## src/rtl/seg_shift_ctrl.sv

```systemverilog
// Serial 7-segment chain sequencer: encodes a 32-bit hex value into a 64-bit frame and shifts it out.
// Build option SEG_LZB_EN: leading-zero blanking of the upper digits.
module seg_shift_ctrl #(
  parameter int unsigned CLK_DIV        = 4,
  parameter bit          SEG_ACTIVE_LOW = 1'b1
) (
  input  logic        sysclk,
  input  logic        rst,
  input  logic        upd_valid,
  input  logic [31:0] upd_data,
  input  logic [7:0]  upd_dp,
  output logic        upd_ready,
  output logic        done,
  output logic        SEGCLK,
  output logic        SEGCLR,
  output logic        SEGDT,
  output logic        SEGEN
);

  localparam int unsigned DIV_W = $clog2(2 * CLK_DIV + 1);
  localparam logic [DIV_W-1:0] LOW_LAST = DIV_W'(CLK_DIV - 1);
  localparam logic [DIV_W-1:0] PER_LAST = DIV_W'(2 * CLK_DIV - 1);

  localparam logic [1:0] ST_IDLE  = 2'd0;
  localparam logic [1:0] ST_CLEAR = 2'd1;
  localparam logic [1:0] ST_SHIFT = 2'd2;
  localparam logic [1:0] ST_DONE  = 2'd3;

  // Active-high {g,f,e,d,c,b,a} pattern for one hex digit
  function automatic logic [6:0] hex_to_seg(input logic [3:0] h);
    logic [6:0] s;
    case (h)
      4'h0: s = 7'h3F;
      4'h1: s = 7'h06;
      4'h2: s = 7'h5B;
      4'h3: s = 7'h4F;
      4'h4: s = 7'h66;
      4'h5: s = 7'h6D;
      4'h6: s = 7'h7D;
      4'h7: s = 7'h07;
      4'h8: s = 7'h7F;
      4'h9: s = 7'h6F;
      4'hA: s = 7'h77;
      4'hB: s = 7'h7C;
      4'hC: s = 7'h39;
      4'hD: s = 7'h5E;
      4'hE: s = 7'h79;
      default: s = 7'h71;
    endcase
    return s;
  endfunction

  logic [63:0] enc_frame;

  // Digit 7 lands in the top byte so it is shifted out first
  always_comb begin : encode
    logic [7:0] blank;
    logic [7:0] seg_byte;
    enc_frame = '0;
    blank     = '0;
    seg_byte  = '0;
`ifdef SEG_LZB_EN
    blank[7] = (upd_data[31:28] == 4'd0);
    for (int i = 6; i >= 1; i--) begin
      blank[i] = blank[i+1] && (upd_data[4*i +: 4] == 4'd0);
    end
`endif
    for (int i = 0; i < 8; i++) begin
      seg_byte = {upd_dp[i], blank[i] ? 7'd0 : hex_to_seg(upd_data[4*i +: 4])};
      if (SEG_ACTIVE_LOW) seg_byte = ~seg_byte;
      enc_frame[8*i +: 8] = seg_byte;
    end
  end

  logic [1:0]       state_q, state_d;
  logic [DIV_W-1:0] div_q, div_d;
  logic [5:0]       bit_q, bit_d;
  logic [63:0]      frame_q, frame_d;
  logic             ready_q, ready_d;
  logic             done_q, done_d;
  logic             segclk_q, segclk_d;
  logic             segclr_q, segclr_d;
  logic             segdt_q, segdt_d;
  logic             segen_q, segen_d;

  always_comb begin
    state_d  = state_q;
    div_d    = div_q;
    bit_d    = bit_q;
    frame_d  = frame_q;
    ready_d  = ready_q;
    done_d   = 1'b0;
    segclk_d = segclk_q;
    segclr_d = segclr_q;
    segdt_d  = segdt_q;
    segen_d  = segen_q;
    case (state_q)
      ST_IDLE: begin
        ready_d = 1'b1;
        if (upd_valid && ready_q) begin
          frame_d  = enc_frame;
          state_d  = ST_CLEAR;
          ready_d  = 1'b0;
          segclr_d = 1'b0;
          div_d    = '0;
          bit_d    = '0;
        end
      end
      ST_CLEAR: begin
        if (div_q == PER_LAST) begin
          div_d    = '0;
          segclr_d = 1'b1;
          segdt_d  = frame_q[63];
          state_d  = ST_SHIFT;
        end else begin
          div_d = div_q + 1'b1;
        end
      end
      ST_SHIFT: begin
        // Low phase then high phase; next bit is presented as SEGCLK falls
        if (div_q == LOW_LAST) begin
          segclk_d = 1'b1;
          div_d    = div_q + 1'b1;
        end else if (div_q == PER_LAST) begin
          segclk_d = 1'b0;
          div_d    = '0;
          if (bit_q == 6'd63) begin
            state_d = ST_DONE;
          end else begin
            bit_d   = bit_q + 1'b1;
            frame_d = {frame_q[62:0], 1'b0};
            segdt_d = frame_q[62];
          end
        end else begin
          div_d = div_q + 1'b1;
        end
      end
      ST_DONE: begin
        done_d  = 1'b1;
        segen_d = 1'b1;
        ready_d = 1'b1;
        state_d = ST_IDLE;
      end
      default: begin
        state_d = ST_IDLE;
        ready_d = 1'b1;
      end
    endcase
  end

  always_ff @(posedge sysclk or posedge rst) begin
    if (rst) begin
      state_q  <= ST_IDLE;
      div_q    <= '0;
      bit_q    <= '0;
      frame_q  <= '0;
      ready_q  <= 1'b1;
      done_q   <= 1'b0;
      segclk_q <= 1'b0;
      segclr_q <= 1'b1;
      segdt_q  <= 1'b0;
      segen_q  <= 1'b0;
    end else begin
      state_q  <= state_d;
      div_q    <= div_d;
      bit_q    <= bit_d;
      frame_q  <= frame_d;
      ready_q  <= ready_d;
      done_q   <= done_d;
      segclk_q <= segclk_d;
      segclr_q <= segclr_d;
      segdt_q  <= segdt_d;
      segen_q  <= segen_d;
    end
  end

  assign upd_ready = ready_q;
  assign done      = done_q;
  assign SEGCLK    = segclk_q;
  assign SEGCLR    = segclr_q;
  assign SEGDT     = segdt_q;
  assign SEGEN     = segen_q;

endmodule

```

## config.mk

```make
export PLATFORM = sky130hd
export DESIGN_NAME = seg_shift_ctrl
export DESIGN_NICKNAME = d
export VERILOG_FILES = /design/src/rtl/seg_shift_ctrl.sv
export SDC_FILE = /design/constraint.sdc
export NUM_CORES = 1
export LEC_CHECK = 0
export ABC_AREA = 1
export CORE_ASPECT_RATIO = 0.5
export CORE_MARGIN = 1.5
export CORE_UTILIZATION = 54
export DETAILED_ROUTE_END_ITERATION = 8
export PLACE_DENSITY = 0.82
export SYNTH_ARGS = -nofsm -noshare
export SYNTH_HDL_FRONTEND = slang
export SYNTH_SLANG_ARGS = --single-unit
```

## constraint.sdc

```tcl
create_clock -name sysclk -period 2.5 [get_ports sysclk]
set_clock_uncertainty 0.05 [all_clocks]
set_input_delay 0.375 -clock sysclk [delete_from_list [all_inputs] [get_ports sysclk]]
set_output_delay 0.375 -clock sysclk [all_outputs]
set_load 0.01 [all_outputs]
```

* Yosys cells after proc, flatten, opt, wreduce, memory -nomap -nowiden *
Memory sizes are Yosys's and may differ from the RTL's.
Index checks and enable logic that the tools add are counted.

cells by class
  add/sub/neg operators = 2
  eq/ne operators = 12
  mux-type cells = 33
  bitwise gates (word level) = 8
  reductions and logical operators = 14

operator list
  cell                                            count
  two-way mux 64 bit                              4
  case mux 64 bit (2 select lines)                1
  NOT 8 bit                                       8
  two-way mux 6 bit                               4
  AND reduction 5 bit                             3
  two-way mux 4 bit                               3
  inequality test 2 bit (second input constant)   6
  case mux 4 bit (3 select lines)                 1
  case mux 6 bit (2 select lines)                 1
  two-way mux 1 bit                               10
  two-way mux 2 bit                               5
  nonzero test 2 bit                              5
  case mux 2 bit (4 select lines)                 1
  adder 6 x 1 -> 6 bit (second input constant)    1
  == test 6 bit (second input constant)           1
  case mux 1 bit (2 select lines)                 3
  adder 4 x 1 -> 4 bit (second input constant)    1
  == test 2 bit (second input constant)           2
  == test 4 x 2 -> 1 bit (second input constant)  1
  == test 4 x 3 -> 1 bit (second input constant)  1
  AND reduction 2 bit                             2
  AND reduction 3 bit                             1
  nonzero test 3 bit                              1
  == test 2 x 1 -> 1 bit (second input constant)  1
  2 further kinds                                 2

word-level totals
  register bits after elaboration = 82
  bits in read-only memories = 896
  input port bits = 43
  output and inout bits = 6
  word-level logic and storage cells = 87
  memories kept = 8

memory list
  memory           words  bits a word  read ports  clocked after Yosys merged registers in  write ports  RTL line  RTL
  (no name shown)  16     7            1           0                                        0            32        case (h)
  (no name shown)  16     7            1           0                                        0            32
  (no name shown)  16     7            1           0                                        0            32
  (no name shown)  16     7            1           0                                        0            32
  (no name shown)  16     7            1           0                                        0            32
  (no name shown)  16     7            1           0                                        0            32
  2 more memories  n/a    n/a          n/a         n/a                                      n/a          n/a

* Longest topological paths before layout *
  depth in word-level cells = 5
  gate-level depth with buffers = 11
  gate-level depth less buffers = 11

* Worst setup path after synthesis *
OpenSTA, ideal clock, no wires.

  path type = reg2reg
  start = register state_q[0]
  end = register bit_q[3]
  library setup time = 116 ps
  arrival time = 1500 ps
  data required time = 2334 ps
  path slack = 834 ps
  cell stages (with the launch flop) = 11
  buffers on the path = 3
  period minus slack after synthesis = 1666 ps
  cells stage by stage = dfrtp_1 inv_1 ha_1 buf_4 nor2_1 a21oi_1 nand3_1 buf_4 buf_4 nand2_1 nand2_1

between the ends
  word-level cells in the longest chain between the ends = 3
  elaborated cells on any way between the ends = 9
  those cells by class = 5 x eq/ne; 1 x mux; 3 x reduce/logical

RTL lines
  what                                                                                 RTL line  RTL
  start: declaration                                                                   75        logic [1:0] state_q, state_d;
  start signal: assignment                                                             164       state_q <= state_d;
  == test 2 bit / logical NOT 2 bit (equally long branches)                            97        case (state_q)
  inequality test 2 bit (no source line) / nonzero test 2 bit (equally long branches)  n/a
  AND reduction 5 bit (no source line)                                                 n/a
  end signal: assignment                                                               166       bit_q <= bit_d;
  end: declaration                                                                     77        logic [5:0] bit_q, bit_d;

Several ways; a longest one is shown, not always the timed one.
A chain may end at the register's enable or synchronous reset.

* Worst setup path after layout *
  start = register state_q[0]
  end = register frame_q[20]

between the ends
  word-level cells in the longest chain between the ends = 3
  elaborated cells on any way between the ends = 9
  those cells by class = 5 x eq/ne; 1 x mux; 3 x reduce/logical

RTL lines
  what                                                                                 RTL line  RTL
  == test 2 bit / logical NOT 2 bit (equally long branches)                            97
  inequality test 2 bit (no source line) / nonzero test 2 bit (equally long branches)  n/a
  AND reduction 5 bit (no source line)                                                 n/a
  end signal: assignment                                                               167       frame_q <= frame_d;
  end: declaration                                                                     78        logic [63:0] frame_q, frame_d;

Several ways; a longest one is shown, not always the timed one.

==> metrics.log <==
[metrics] outcome: completed
[metrics] via/cell ratio: roughly 5.1
[metrics] final count of hold timing violations: 0
[metrics] CTS buffer count: 9
[metrics] maximum root-to-sink buffer count: 2
[metrics] Worst path slowest cell: sky130_fd_sc_hd__dfrtp_1
[metrics] DPL Wire Length: between 8000 and 9000 um
[metrics] routability cong.: between 0.8 and 0.9
[metrics] post-synthesis net count: between 1000 and 1500
[metrics] final worst slack: roughly 0.46 ns
[metrics] Worst EP required: 2.68 ns
[metrics] Worst Hold Class: primary input to asynchronous set/reset pin
[metrics] row cnt: 26
[metrics] slew at the pin closest to its max-slew limit: between 0.7 and 0.8 ns
[metrics] Max-Slew Margin vs Limit: 0.507
[metrics] Power Density: 976 mW/mm^2
[metrics] peak supply drop: 0.00104 V
[metrics] routed wire length: ~12000 um
[metrics] area of the placeable core: about 0.011 mm^2
[metrics] startpoint of the worst register-to-register path: state_q[0]
[metrics] Total Neg Setup Slack: 0 ns
[metrics] total gr overflow: 0
[metrics] cell depth of the worst flop-to-flop path: 9
[metrics] minimum setup slack after placement: 0.451 ns
[metrics] synthesized flop and latch total: 82
[metrics] Fmax: 489 MHz
[metrics] total iterations of the first detailed-routing run: 5
[metrics] area taken by flip-flops and latches: 0.00205 mm^2
[metrics] Leak: 3.64 nW
[metrics] instance area after placement: ~0.0065 mm^2
[metrics] longest individual stage delay on the worst path: slightly above 0.4 ns
[metrics] Port Buf Inserts: 48
[metrics] share of the yosys chip area belonging to registers: 0.342
[metrics] area of all placed cells without fillers: 0.00686 mm^2
[metrics] CTS clk-pin slew, worst paths: 0.06 ns
[metrics] CTS tree: yes
[metrics] wire length of the first global-routing pass: about 22000 um
[metrics] Chip Width: roughly 150 um
[metrics] Initial Util: 0.571
[metrics] full die area: roughly 0.012 mm^2
[metrics] total of endpoints with negative setup slack in the final report: 0
[metrics] pin count of the biggest net entering global routing: 78
[metrics] CP startpoint: state_q[0]
[metrics] worst reg2reg setup slack: approximately 0.46 ns
[metrics] area taken by multi-input logic gates: around 0.0034 mm^2
[metrics] time the worst path needs with I/O delays and setup: just over 2 ns
[metrics] Residual DRC: 0
[metrics] overall power of the completed layout: about 6.7 mW
[metrics] number of diodes: 0
[metrics] Critical Path, Cell by Cell: inv_1 -> ha_2 -> buf_4 -> inv_2 -> nor3_1 -> nor2_4 -> buf_12 -> nand2_1 -> nand2_1
[metrics] final net count: 1027
[metrics] antenna violations before repair: 0
[metrics] number of instances resized during post-cts repair: 0
[metrics] IO Pins: just under 50
[metrics] Setup Crit Path Kind: flop to flop
[metrics] master cell of the clock root buffer: sky130_fd_sc_hd__clkbuf_16
[metrics] number of standard cells in the final layout excluding fillers: between 1000 and 1500
[metrics] hold-fix buffer count after cts: 0
[metrics] data arrival time of the critical path: around 2.2 ns
[metrics] all-layer global routing usage: 0.217
[metrics] number of cells after detailed placement: approximately 1100
[metrics] Worst Setup End Kind: flop
[metrics] area of the mapped netlist: 0.00600 mm^2
[metrics] Yosys warning total: 0
[metrics] most common cell after layout, fill and taps aside: sky130_fd_sc_hd__nand2_1
[metrics] most repeated library cell on the critical path: sky130_fd_sc_hd__nand2_1
[metrics] RSZ-0062 raised after global routing: false
[metrics] height of the die: around 78 um
[metrics] area overhead of the layout relative to synthesis: 14.3%
[metrics] crit path launch type: flop
[metrics] max-capacitance violation count: 0
[metrics] commonest non-fill, non-tap cells in the layout: 393 x sky130_fd_sc_hd__nand2_1, 109 x sky130_fd_sc_hd__nand3_1, 81 x sky130_fd_sc_hd__inv_1
[metrics] DR WL/cell: between 10 and 15 um
[metrics] part of the cycle the worst path needs: 0.818
[metrics] Sink Count: 82
[metrics] initial DRC count: 333
[metrics] Finished Core Util: 0.653
[metrics] Post-CTS Setup Repair Bufs: 0
[metrics] worst flop-to-flop path endpoint: frame_q[20]
[metrics] fin. max-slew vios: 0
[metrics] CP delay by family, top: buffers and inverters
[metrics] clock latency on the worst-skew pair: between 0.3 and 0.4 ns
[metrics] count of H-tree levels built during CTS: 3
[metrics] post-synthesis cell type count: 25
[metrics] maximum fanout encountered on the critical timing path: 65
[metrics] filler cell count: 939
[metrics] average footprint of a synthesized cell: about 6.6 um^2
[metrics] hold slack: 0.365 ns
[metrics] antenna viol nets, final: 0
[metrics] via count of the first global-routing pass: approximately 5000
[metrics] total number of vias: 5465
[metrics] buffers and inverters on the worst path: 4
[metrics] number of instances in the synthesized netlist: 906
[metrics] share of final-layout standard cells stronger than drive strength 1: 0.0428
==> where the power goes <==
part / switching [mW] / internal, mW
Sequential: 0.270 / 1.90
Clock: 0.531 / 0.903
Combinational: 2.01 / 1.08
Total: 2.81 / 3.89
==> flip-flops by register name (all words and copies together) (netlist names) <==
register   flops
frame_q       64
bit_q          6
div_q          4
state_q        2
SEGCLK         1
SEGCLR         1
SEGDT          1
SEGEN          1
done           1
upd_ready      1
==> metal layers <==
metal / GRT usage / part of all wire / wire length, um
met2: 0.388 / 0.47 / 5670
met4: 0.0621 / 0.013 / 153
met1: 0.271 / 0.49 / 5950
met5: 0 / 0 / 0
met3: 0.0358 / 0.032 / 391
==> worst max-delay path by stage <==
stage	end	slack (ns)	cells after the start
2_1_floorplan	bit_q[3]	0.83	10
3_3_place_gp	frame_q[17]	0.50	6
4_1_cts	state_q[1]	0.44	9
6_report	frame_q[20]	0.46	9
5_1_grt	state_q[0]	0.26	10
3_5_place_dp	state_q[1]	0.45	9
==> final cells by class <==
type	count	share of cell area
Tap cell	140	0.0255
Sequential cell	82	0.299
Clock buffer	10	0.0348
Multi-Input combinational cell	698	0.497
Timing Repair Buffer	56	0.0842
Inverter	83	0.0459
Clock inverter	6	0.0129
==> cells in the mapped netlist <==
cell | instances | area (um^2)
sky130_fd_sc_hd__dfstp_2 | 2 | 52.6
sky130_fd_sc_hd__nor2_2 | 1 | 6.26
sky130_fd_sc_hd__buf_4 | 7 | 52.6
sky130_fd_sc_hd__buf_1 | 1 | 3.75
sky130_fd_sc_hd__o21ai_1 | 22 | 110
sky130_fd_sc_hd__nand4_1 | 1 | 6.26
sky130_fd_sc_hd__dfrtp_1 | 80 | 2000
sky130_fd_sc_hd__buf_6 | 6 | 67.6
sky130_fd_sc_hd__ha_1 | 54 | 676
sky130_fd_sc_hd__inv_1 | 83 | 312
sky130_fd_sc_hd__o211ai_1 | 1 | 7.51
sky130_fd_sc_hd__a21boi_0 | 2 | 15.0
sky130_fd_sc_hd__buf_2 | 5 | 25.0
sky130_fd_sc_hd__a31oi_1 | 1 | 6.26
sky130_fd_sc_hd__nor3_1 | 5 | 25.0
sky130_fd_sc_hd__nand2_1 | 393 | 1480
sky130_fd_sc_hd__nand3_1 | 110 | 551
sky130_fd_sc_hd__clkbuf_1 | 24 | 90.1
sky130_fd_sc_hd__o21bai_1 | 1 | 7.51
sky130_fd_sc_hd__or2_2 | 9 | 56.3
sky130_fd_sc_hd__o21ai_0 | 46 | 230
sky130_fd_sc_hd__a21oi_1 | 12 | 60.1
sky130_fd_sc_hd__nor2_1 | 36 | 135
sky130_fd_sc_hd__xor2_1 | 2 | 17.5
sky130_fd_sc_hd__o21a_1 | 2 | 15.0
==> cells by family (layout without fill, tap and decap cells) <==
logic type | after synthesis | count (layout) | share of synthesized area
simple gates | 555 | 555 | 0.375
buf+inv | 126 | 155 | 0.0917
compound gates | 87 | 87 | 0.0752
flops | 82 | 82 | 0.342
fa+ha+maj | 54 | 54 | 0.113
xor+xnor | 2 | 2 | 0.00292
Note: power is estimated with default switching activity, not from simulation.
